File: config.mk
export PLATFORM = sky130hd
export DESIGN_NAME = retire_unit
export DESIGN_NICKNAME = d
export VERILOG_FILES = /design/src/rtl/retire_unit.sv
export SDC_FILE = /design/constraint.sdc
export NUM_CORES = 1
export LEC_CHECK = 0
export CAP_MARGIN = 10
export CELL_PAD_IN_SITES_DETAIL_PLACEMENT = 0
export CELL_PAD_IN_SITES_GLOBAL_PLACEMENT = 1
export CORE_ASPECT_RATIO = 1.1
export CORE_MARGIN = 3
export CORE_UTILIZATION = 50
export CTS_CLUSTER_SIZE = 40
export DETAILED_ROUTE_END_ITERATION = 8
export PLACE_DENSITY_LB_ADDON = 0.1
export RECOVER_POWER = 25
export SYNTH_ARGS = -nofsm -noshare
export SYNTH_HDL_FRONTEND = slang
export SYNTH_SLANG_ARGS = --single-unit
File: constraint.sdc
create_clock -name clk -period 2.8 [get_ports clk]
set_input_delay 0.28 -clock clk [delete_from_list [all_inputs] [get_ports clk]]
set_output_delay 0.28 -clock clk [all_outputs]
set_load 0.01 [all_outputs]
File: src/rtl/retire_unit.sv
`default_nettype none
// ============================================================================
//  Module   : retire_unit
//  Purpose  : Commit-side consumer of the ROB. Holds the committed RAT,
//             returns freed physical tags through a small FIFO and streams
//             the committed RAT back to rename on a flush.
//  Option   : RETIRE_STATS_EN adds the stat_retired / stat_freed counters.
//  Revision : 1.0 - initial release
// ============================================================================
module retire_unit #(
  parameter int ARCH_REGS    = 32,
  parameter int PHYS_REGS    = 64,
  parameter int PHYS_W       = $clog2(PHYS_REGS),
  parameter int FREE_Q_DEPTH = 4
) (
  input  logic              clk,
  input  logic              rst_n,
  input  logic              commit_valid,
  output logic              commit_ready,
  input  logic              commit_uses_rd,
  input  logic [4:0]        commit_rd_arch,
  input  logic [PHYS_W-1:0] commit_pd_new,
  input  logic [PHYS_W-1:0] commit_pd_old,
  input  logic              commit_is_branch,
  input  logic              commit_is_load,
  input  logic              commit_is_store,
  output logic              free_valid,
  input  logic              free_ready,
  output logic [PHYS_W-1:0] free_pd,
  output logic              st_commit,
  input  logic [4:0]        arch_rd_idx,
  output logic [PHYS_W-1:0] arch_rd_phys,
  input  logic              recover_req,
  output logic              recover_busy,
  output logic              recover_valid,
  output logic [4:0]        recover_arch,
  output logic [PHYS_W-1:0] recover_phys
`ifdef RETIRE_STATS_EN
  ,
  output logic [31:0]       stat_retired,
  output logic [31:0]       stat_freed
`endif
);

  localparam int QAW = $clog2(FREE_Q_DEPTH);

  typedef enum logic [0:0] {
    ST_IDLE    = 1'b0,
    ST_RECOVER = 1'b1
  } state_t;

  state_t            state_q;
  logic [4:0]        idx_q;
  logic [PHYS_W-1:0] rat_q  [ARCH_REGS];
  logic [PHYS_W-1:0] fifo_q [FREE_Q_DEPTH];
  logic [QAW-1:0]    wr_ptr_q, wr_ptr_d;
  logic [QAW-1:0]    rd_ptr_q, rd_ptr_d;
  logic [QAW:0]      count_q, count_d;
  logic              st_commit_q;

  logic w_commit_fire;
  logic w_rd_write;
  logic w_pop;
  logic w_unused_class;

  // Branch/load class bits carry no retire-side action.
  assign w_unused_class = commit_is_branch ^ commit_is_load;

  assign commit_ready  = (state_q == ST_IDLE) && (count_q < (QAW+1)'(FREE_Q_DEPTH));
  assign w_commit_fire = commit_valid & commit_ready;
  // x0 is hardwired: never remapped, and its "old" tag is never freed.
  assign w_rd_write    = w_commit_fire & commit_uses_rd & (commit_rd_arch != 5'd0);
  assign w_pop         = free_valid & free_ready;

  assign free_valid    = (count_q != '0);
  assign free_pd       = fifo_q[rd_ptr_q];
  assign st_commit     = st_commit_q;
  assign arch_rd_phys  = rat_q[arch_rd_idx];

  assign recover_busy  = (state_q == ST_RECOVER);
  assign recover_valid = (state_q == ST_RECOVER);
  assign recover_arch  = idx_q;
  assign recover_phys  = (state_q == ST_RECOVER) ? rat_q[idx_q] : '0;

  // Committed RAT: identity map out of reset, updated on every rd-writing commit.
  always_ff @(posedge clk or negedge rst_n) begin
    if (!rst_n) begin
      for (int i = 0; i < ARCH_REGS; i++) begin
        rat_q[i] <= PHYS_W'(i);
      end
    end else if (w_rd_write) begin
      rat_q[commit_rd_arch] <= commit_pd_new;
    end
  end

  // Free-return FIFO next-state: pointers wrap on the power-of-two depth.
  always_comb begin
    wr_ptr_d = wr_ptr_q;
    rd_ptr_d = rd_ptr_q;
    count_d  = count_q;
    if (w_rd_write) wr_ptr_d = wr_ptr_q + 1'b1;
    if (w_pop)      rd_ptr_d = rd_ptr_q + 1'b1;
    if (w_rd_write && !w_pop)      count_d = count_q + 1'b1;
    else if (!w_rd_write && w_pop) count_d = count_q - 1'b1;
  end

  // Free-return FIFO storage and pointers; storage clears so free_pd idles at 0.
  always_ff @(posedge clk or negedge rst_n) begin
    if (!rst_n) begin
      for (int i = 0; i < FREE_Q_DEPTH; i++) begin
        fifo_q[i] <= '0;
      end
      wr_ptr_q <= '0;
      rd_ptr_q <= '0;
      count_q  <= '0;
    end else begin
      if (w_rd_write) fifo_q[wr_ptr_q] <= commit_pd_old;
      wr_ptr_q <= wr_ptr_d;
      rd_ptr_q <= rd_ptr_d;
      count_q  <= count_d;
    end
  end

  // One-cycle store-retire pulse to the LSU.
  always_ff @(posedge clk or negedge rst_n) begin
    if (!rst_n) st_commit_q <= 1'b0;
    else        st_commit_q <= w_commit_fire & commit_is_store;
  end

  // Recovery FSM: walks idx 0..ARCH_REGS-1, one committed-RAT entry per cycle.
  always_ff @(posedge clk or negedge rst_n) begin
    if (!rst_n) begin
      state_q <= ST_IDLE;
      idx_q   <= '0;
    end else begin
      case (state_q)
        ST_IDLE: begin
          if (recover_req) begin
            state_q <= ST_RECOVER;
            idx_q   <= '0;
          end
        end
        ST_RECOVER: begin
          if (idx_q == 5'(ARCH_REGS - 1)) begin
            state_q <= ST_IDLE;
            idx_q   <= '0;
          end else begin
            idx_q   <= idx_q + 1'b1;
          end
        end
        default: begin
          state_q <= ST_IDLE;
          idx_q   <= '0;
        end
      endcase
    end
  end

`ifdef RETIRE_STATS_EN
  logic [31:0] stat_retired_q;
  logic [31:0] stat_freed_q;

  // Free-running event counters; wrap naturally at 2^32.
  always_ff @(posedge clk or negedge rst_n) begin
    if (!rst_n) begin
      stat_retired_q <= '0;
      stat_freed_q   <= '0;
    end else begin
      if (w_commit_fire) stat_retired_q <= stat_retired_q + 32'd1;
      if (w_pop)         stat_freed_q   <= stat_freed_q + 32'd1;
    end
  end

  assign stat_retired = stat_retired_q;
  assign stat_freed   = stat_freed_q;
`endif

endmodule
`default_nettype wire

Yosys cells after proc, flatten, opt, wreduce, memory -nomap -nowiden --
Index checks and enable logic that the tools add are counted. Widths: inputs -> output; s select.
Word-level totals: bits of input ports 31, flip-flop bits (word level) 230, output and inout bits 28
Operators by class: bitwise operators 11, equality and inequality tests 2, reductions and logical operators 10, multiplexer cells 24, $lt $le $gt $ge 8, add/sub/neg operators 5
Operators with widths (count):
- $bwmux 192 | 1
- $bmux 6 s5 | 2
- $mux 6 | 9
- $demux 6 s5 | 1
- $bwmux 24 | 1
- $ge 6x6->1 const B | 3
- $not 5->6 | 3
- $bmux 6 s2 | 1
- $demux 6 s2 | 1
- $mux 5 | 2
- $pmux 5 s2 | 1
- $ge 3x3->1 const B | 2
- $lt 6x1->1 const B | 1
- $mux 3 | 2
- $not 2->3 | 2
- $add 5x1->5 const B | 1
- $and 1x1->1 | 5
- $eq 5x5->1 const B | 1
- $logic_and 1x1->1 | 5
- $reduce_bool 5->1 | 1
- $add 2x1->2 const B | 2
- $add 3x1->3 const B | 1
- $lt 3x1->1 const B | 1
- $lt 3x3->1 const B | 1
- 8 further kinds | 10

Logic depth before layout (Yosys ltp) --
depth in word-level cells 9, gate-level depth with buffers 8, mapped depth without buffers 8

Worst setup path before layout --
OpenSTA, ideal clock, no wires.
path kind input-to-output, start input arch_rd_idx[1], end output arch_rd_phys[5], slack 0.481 ns, path buffers 2, arrival time 2.039 ns, data required time 2.520 ns, stages on the path 5, path through clkbuf_1 > buf_1 > mux4_2 > mux4_2 > mux2_2
Between the ends: longest elaborated chain between the ends 4
RTL lines:
- start, declared | RTL line 31 | input logic [4:0] arch_rd_idx,
- $not 5->6 (implied by the code) | RTL line 78 | assign arch_rd_phys = rat_q[arch_rd_idx];
- $bmux 6 s5 | RTL line 78
- $mux 6 (implied by the code) (2 in a row) | RTL line 78
- end, declared | RTL line 32 | output logic [PHYS_W-1:0] arch_rd_phys,
No other way between the ends. The select of a mux whose other input is x is not followed.

Worst setup path after layout --
start register idx_q[0] (netlist: recover_arch[0]), end output recover_phys[4]
Between the ends: longest elaborated chain between the ends 5
RTL lines:
- start, declared | RTL line 53 | logic [4:0] idx_q;
- start signal, assigned | RTL line 148 | idx_q <= idx_q + 1'b1;
- $not 5->6 (implied by the code) | RTL line 83 | assign recover_phys = (state_q == ST_RECOVER) ? rat_q[idx_q] : '0;
- $bmux 6 s5 | RTL line 83
- $mux 6 (implied by the code) (2 in a row) | RTL line 83
- $mux 6 | RTL line 83
- end, declared | RTL line 37 | output logic [PHYS_W-1:0] recover_phys
No other way between the ends. The select of a mux whose other input is x is not followed.

==> reports/metrics.yaml <==
clock_network:
  clk_pin_slew_ns: 0.06
  cts_tree: "yes"
  cts_max_level: 1
  clock_latency_ns: 0.52
  clock-sinks: 230
  cts-root-buf: "clkbuf_16"
  cts_buffer_depth: 3
  cts-buffers-inserted: 25
sta:
  rsz0062_at_grt: "true"
  setup_ws_ns: -0.03909
  slew_viol_final: 0
  setup_viol: 2
  slew_headroom_pct: 34.64
  fin_setup_tns_ns: -0.04547
  fin_crit_sh_pct: 101.4
  hold_violations: 0
  fmax_mhz: 352.2
  period_minus_slack_ns: 2.839
  finalClockSkew_ns: 0.01097
  worst_slew_pin_slew_ns: 0.9804
synthesis:
  synthCells: 774
  synth_warnings: 0
  syn-cell-area_mm2: 0.01215
  synth-seq-area-share_pct: 48.19
  synth_seq_cells: 230
  synthFlopType: "dfrtp_1"
  synthTopCellsByCount: "mux2_2 (230), dfrtp_1 (150), mux4_2 (114)"
  syn_area_per_cell_um2: 15.70
  synth.most_common_cell: "mux2_2"
  yosysTopAreaCell: "dfrtp_1"
  yosys-top-cells-area: "dfrtp_1 (31%), mux2_2 (21%), mux4_2 (21%), dfstp_2 (17%), clkbuf_1 (1.3%)"
  synth_top_area_share_pct: 30.89
  ys_async_sr_fraction_pct: 100.0
  synth-edff-count: 0
  ys_types: 41
  synth_nets: 813
route:
  num_vias: 7355
  firstDrtPassIters: 4
  viasPerCell: 6.244
  routed_wirelength_um: 31620
  drtIter0Drc: 429
  wire_per_inst_um: 26.84
  route.detailed.drc: 0
  antenna_left: 0
floorplan:
  ioPinCount: 59
  fp-row-count: 59
  die_h_um: 169.5
  dieArea_mm2: 0.02621
  start_util_pct: 51.12
  die_w_um: 154.6
  fp.coreArea_mm2: 0.02377
pwr:
  power_density_mw_per_mm2: 723.6
  ir_drop_mv: 0.4564
  combPwrFrac_pct: 29.2
  p_sw_share_pct: 30.07
  internal_power_w: 0.007288
  power_leakage_nw: 6.247
  switchingPower_w: 0.003133
  p_clk_share_pct: 31.3
  pwr-share-seq_pct: 39.5
status:
  status: "finished, violations left"
  violations: "negative setup slack"
critical_path:
  cp.depth: 6
  path_max_fanout: 7
  end_kind: "output pin"
  crit_type: "reg -> out"
  worstRegToRegCells: 8
  crit_end: "recover_phys[4]"
  slowest_stage: "dfrtp_4"
  timing.rr.end: "count_q[2]"
  cp-startpoint: "recover_arch[0]"
  cp_top_family: "multiplexers"
  reg2reg_from: "count_q[2]"
  r2r_slack_ns: 0.34
  crit_chain: "buf_12 > mux4_2 > mux2_4 > o221ai_2 > a31oi_1 > buf_2"
  arrival_ns: 2.56
  max_stage_delay_ns: 0.55
  cp-start-kind: "register"
  required_ns: 2.52
  worst-path-buf-inv: 2
grt:
  grt_max_degree: 90
  grt_pass1_wl_um: 49170
  grt_pass1_vias: 8004
  grt-ovfl-total: 0
  antenna_found_initial: 0
  grtUsageTotal_pct: 24.68
final_layout:
  final_layout_size_suffix_gt1_share_pct: 64.15
  nets: 894
  fill_cells: 1773
  area_growth_pct: 18.52
  diodes: 0
  final_cell_area_mm2: 0.01440
  final_cells: 1178
placed_design:
  place_hpwl_um: 21420
  io_buffers: 56
  finalWeightedCongestion: 0.8062
  dp_cells: 1126
  placed_area_mm2: 0.01341
worst_hold_path:
  hold_start: "commit_is_store"
  hold_path_class: "in -> reg"
run:
  cap_viol_max_count: 0
-- layout by cell type, fill, tap and decap left out, types with 7 or more instances in the layout --
| cell type | instances |
|---|---|
| mux2_2 | 221 |
| dfrtp_1 | 148 |
| mux4_2 | 114 |
| dfstp_2 | 80 |
| buf_4 | 41 |
| clkdlybuf4s50_1 | 41 |
| nand2_1 | 32 |
| clkbuf_16 | 25 |
| nor2_1 | 15 |
| buf_12 | 15 |
| mux2_4 | 9 |
| clkbuf_8 | 8 |
| o21ai_0 | 7 |
| ha_1 | 7 |
| buf_2 | 7 |
-- power by group through the flow --
stage	combinational [W]	clock, W	sequential [W]
2_1_floorplan	0.00178	0	0.00396
3_3_place_gp	0.00278	0	0.00411
3_5_place_dp	0.00284	0	0.00416
4_1_cts	0.00314	0.00335	0.00411
5_1_grt	0.00327	0.00349	0.00418
6_report	0.00304	0.00327	0.00412
-- per-layer routing --
| metal | vias to the layer above | global-route usage [%] | wire (µm) |
|---|---|---|---|
| li1 | 3162 | - | - |
| met1 | 3921 | 34.50 | 13580 |
| met2 | 220 | 39.57 | 15360 |
| met3 | 52 | 5.152 | 1716 |
| met4 | 0 | 7.412 | 960 |
| met5 | - | 0 | 0 |
-- worst reg2reg max path, stage by stage (launching register included) --
cell and delay (ns):
dfrtp_1 0.51, nand4bb_1 0.43, a21oi_2 0.35, ha_1 0.23, inv_1 0.06, fa_1 0.38, xor2_1 0.17, nor2_1 0.11
xor2_1 0.14
-- logic make-up (layout without fill, tap and decap cells) --
kind of cell / count (synthesis) / count (layout) / synth area share, %
xor gates and xnor gates: 6 / 6 / 0.4325
muxes: 351 / 351 / 43.02
buffers and inverters: 67 / 166 / 2.399
AOI/OAI and AO/OA: 27 / 27 / 1.503
DFF: 230 / 230 / 48.19
and+or+nand+nor: 85 / 85 / 3.573
adders and majority gates: 8 / 8 / 0.8855
-- registers in the layout, indices dropped and copies added, names as in the netlist --
name	flops
rd_ptr_q	2
rat_q	192
recover_busy	1
st_commit	1
recover_arch	5
wr_ptr_q	2
count_q	3
fifo_q	24
-- worst min path at each step --
stage	to	slack [ns]	depth (start not counted)
after floorplan	count_q[0]	-0.02	0
after global placement	rat_q[187]	0.33	1
after detailed placement	rat_q[181]	0.35	1
after CTS	st_commit	0.35	2
after global routing	st_commit	0.37	2
final	st_commit	0.36	2
-- stage by stage --
stage | hold slack (ns) | power (W) | setup WS [ns] | util (%)
after global routing | 0.3655 | 0.01094 | -0.08279 | 60.59
after global placement | 0.3313 | 0.006889 | -0.03062 | 56.43
after floorplan | -0.01559 | 0.005741 | 0.4809 | -
final | 0.3609 | 0.01042 | -0.03909 | 60.59
after detailed placement | 0.3483 | 0.006996 | -0.02095 | 56.43
after CTS | 0.3474 | 0.01060 | -0.09414 | 60.83
-- layout make-up --
type	count	area (µm²)	area share [%]
sequential	230	5861	40.69
clock inverter	7	62.56	0.4344
clock buffer	38	754.5	5.238
timing repair buffer	117	1170	8.123
tap	305	381.6	2.650
inverter	4	15.01	0.1042
multi-input combinational	477	6158	42.76
-- timing repair --
item,CTS,global route
hold buffers,1,0
endpoints found under the hold margin,67,0
gates resized for setup,58,18
setup buffers,6,1
gates cloned,3,0
pin swaps,3,4
endpoints found under the setup margin,12,11
No activity file was read; power rests on OpenSTA's default activity.
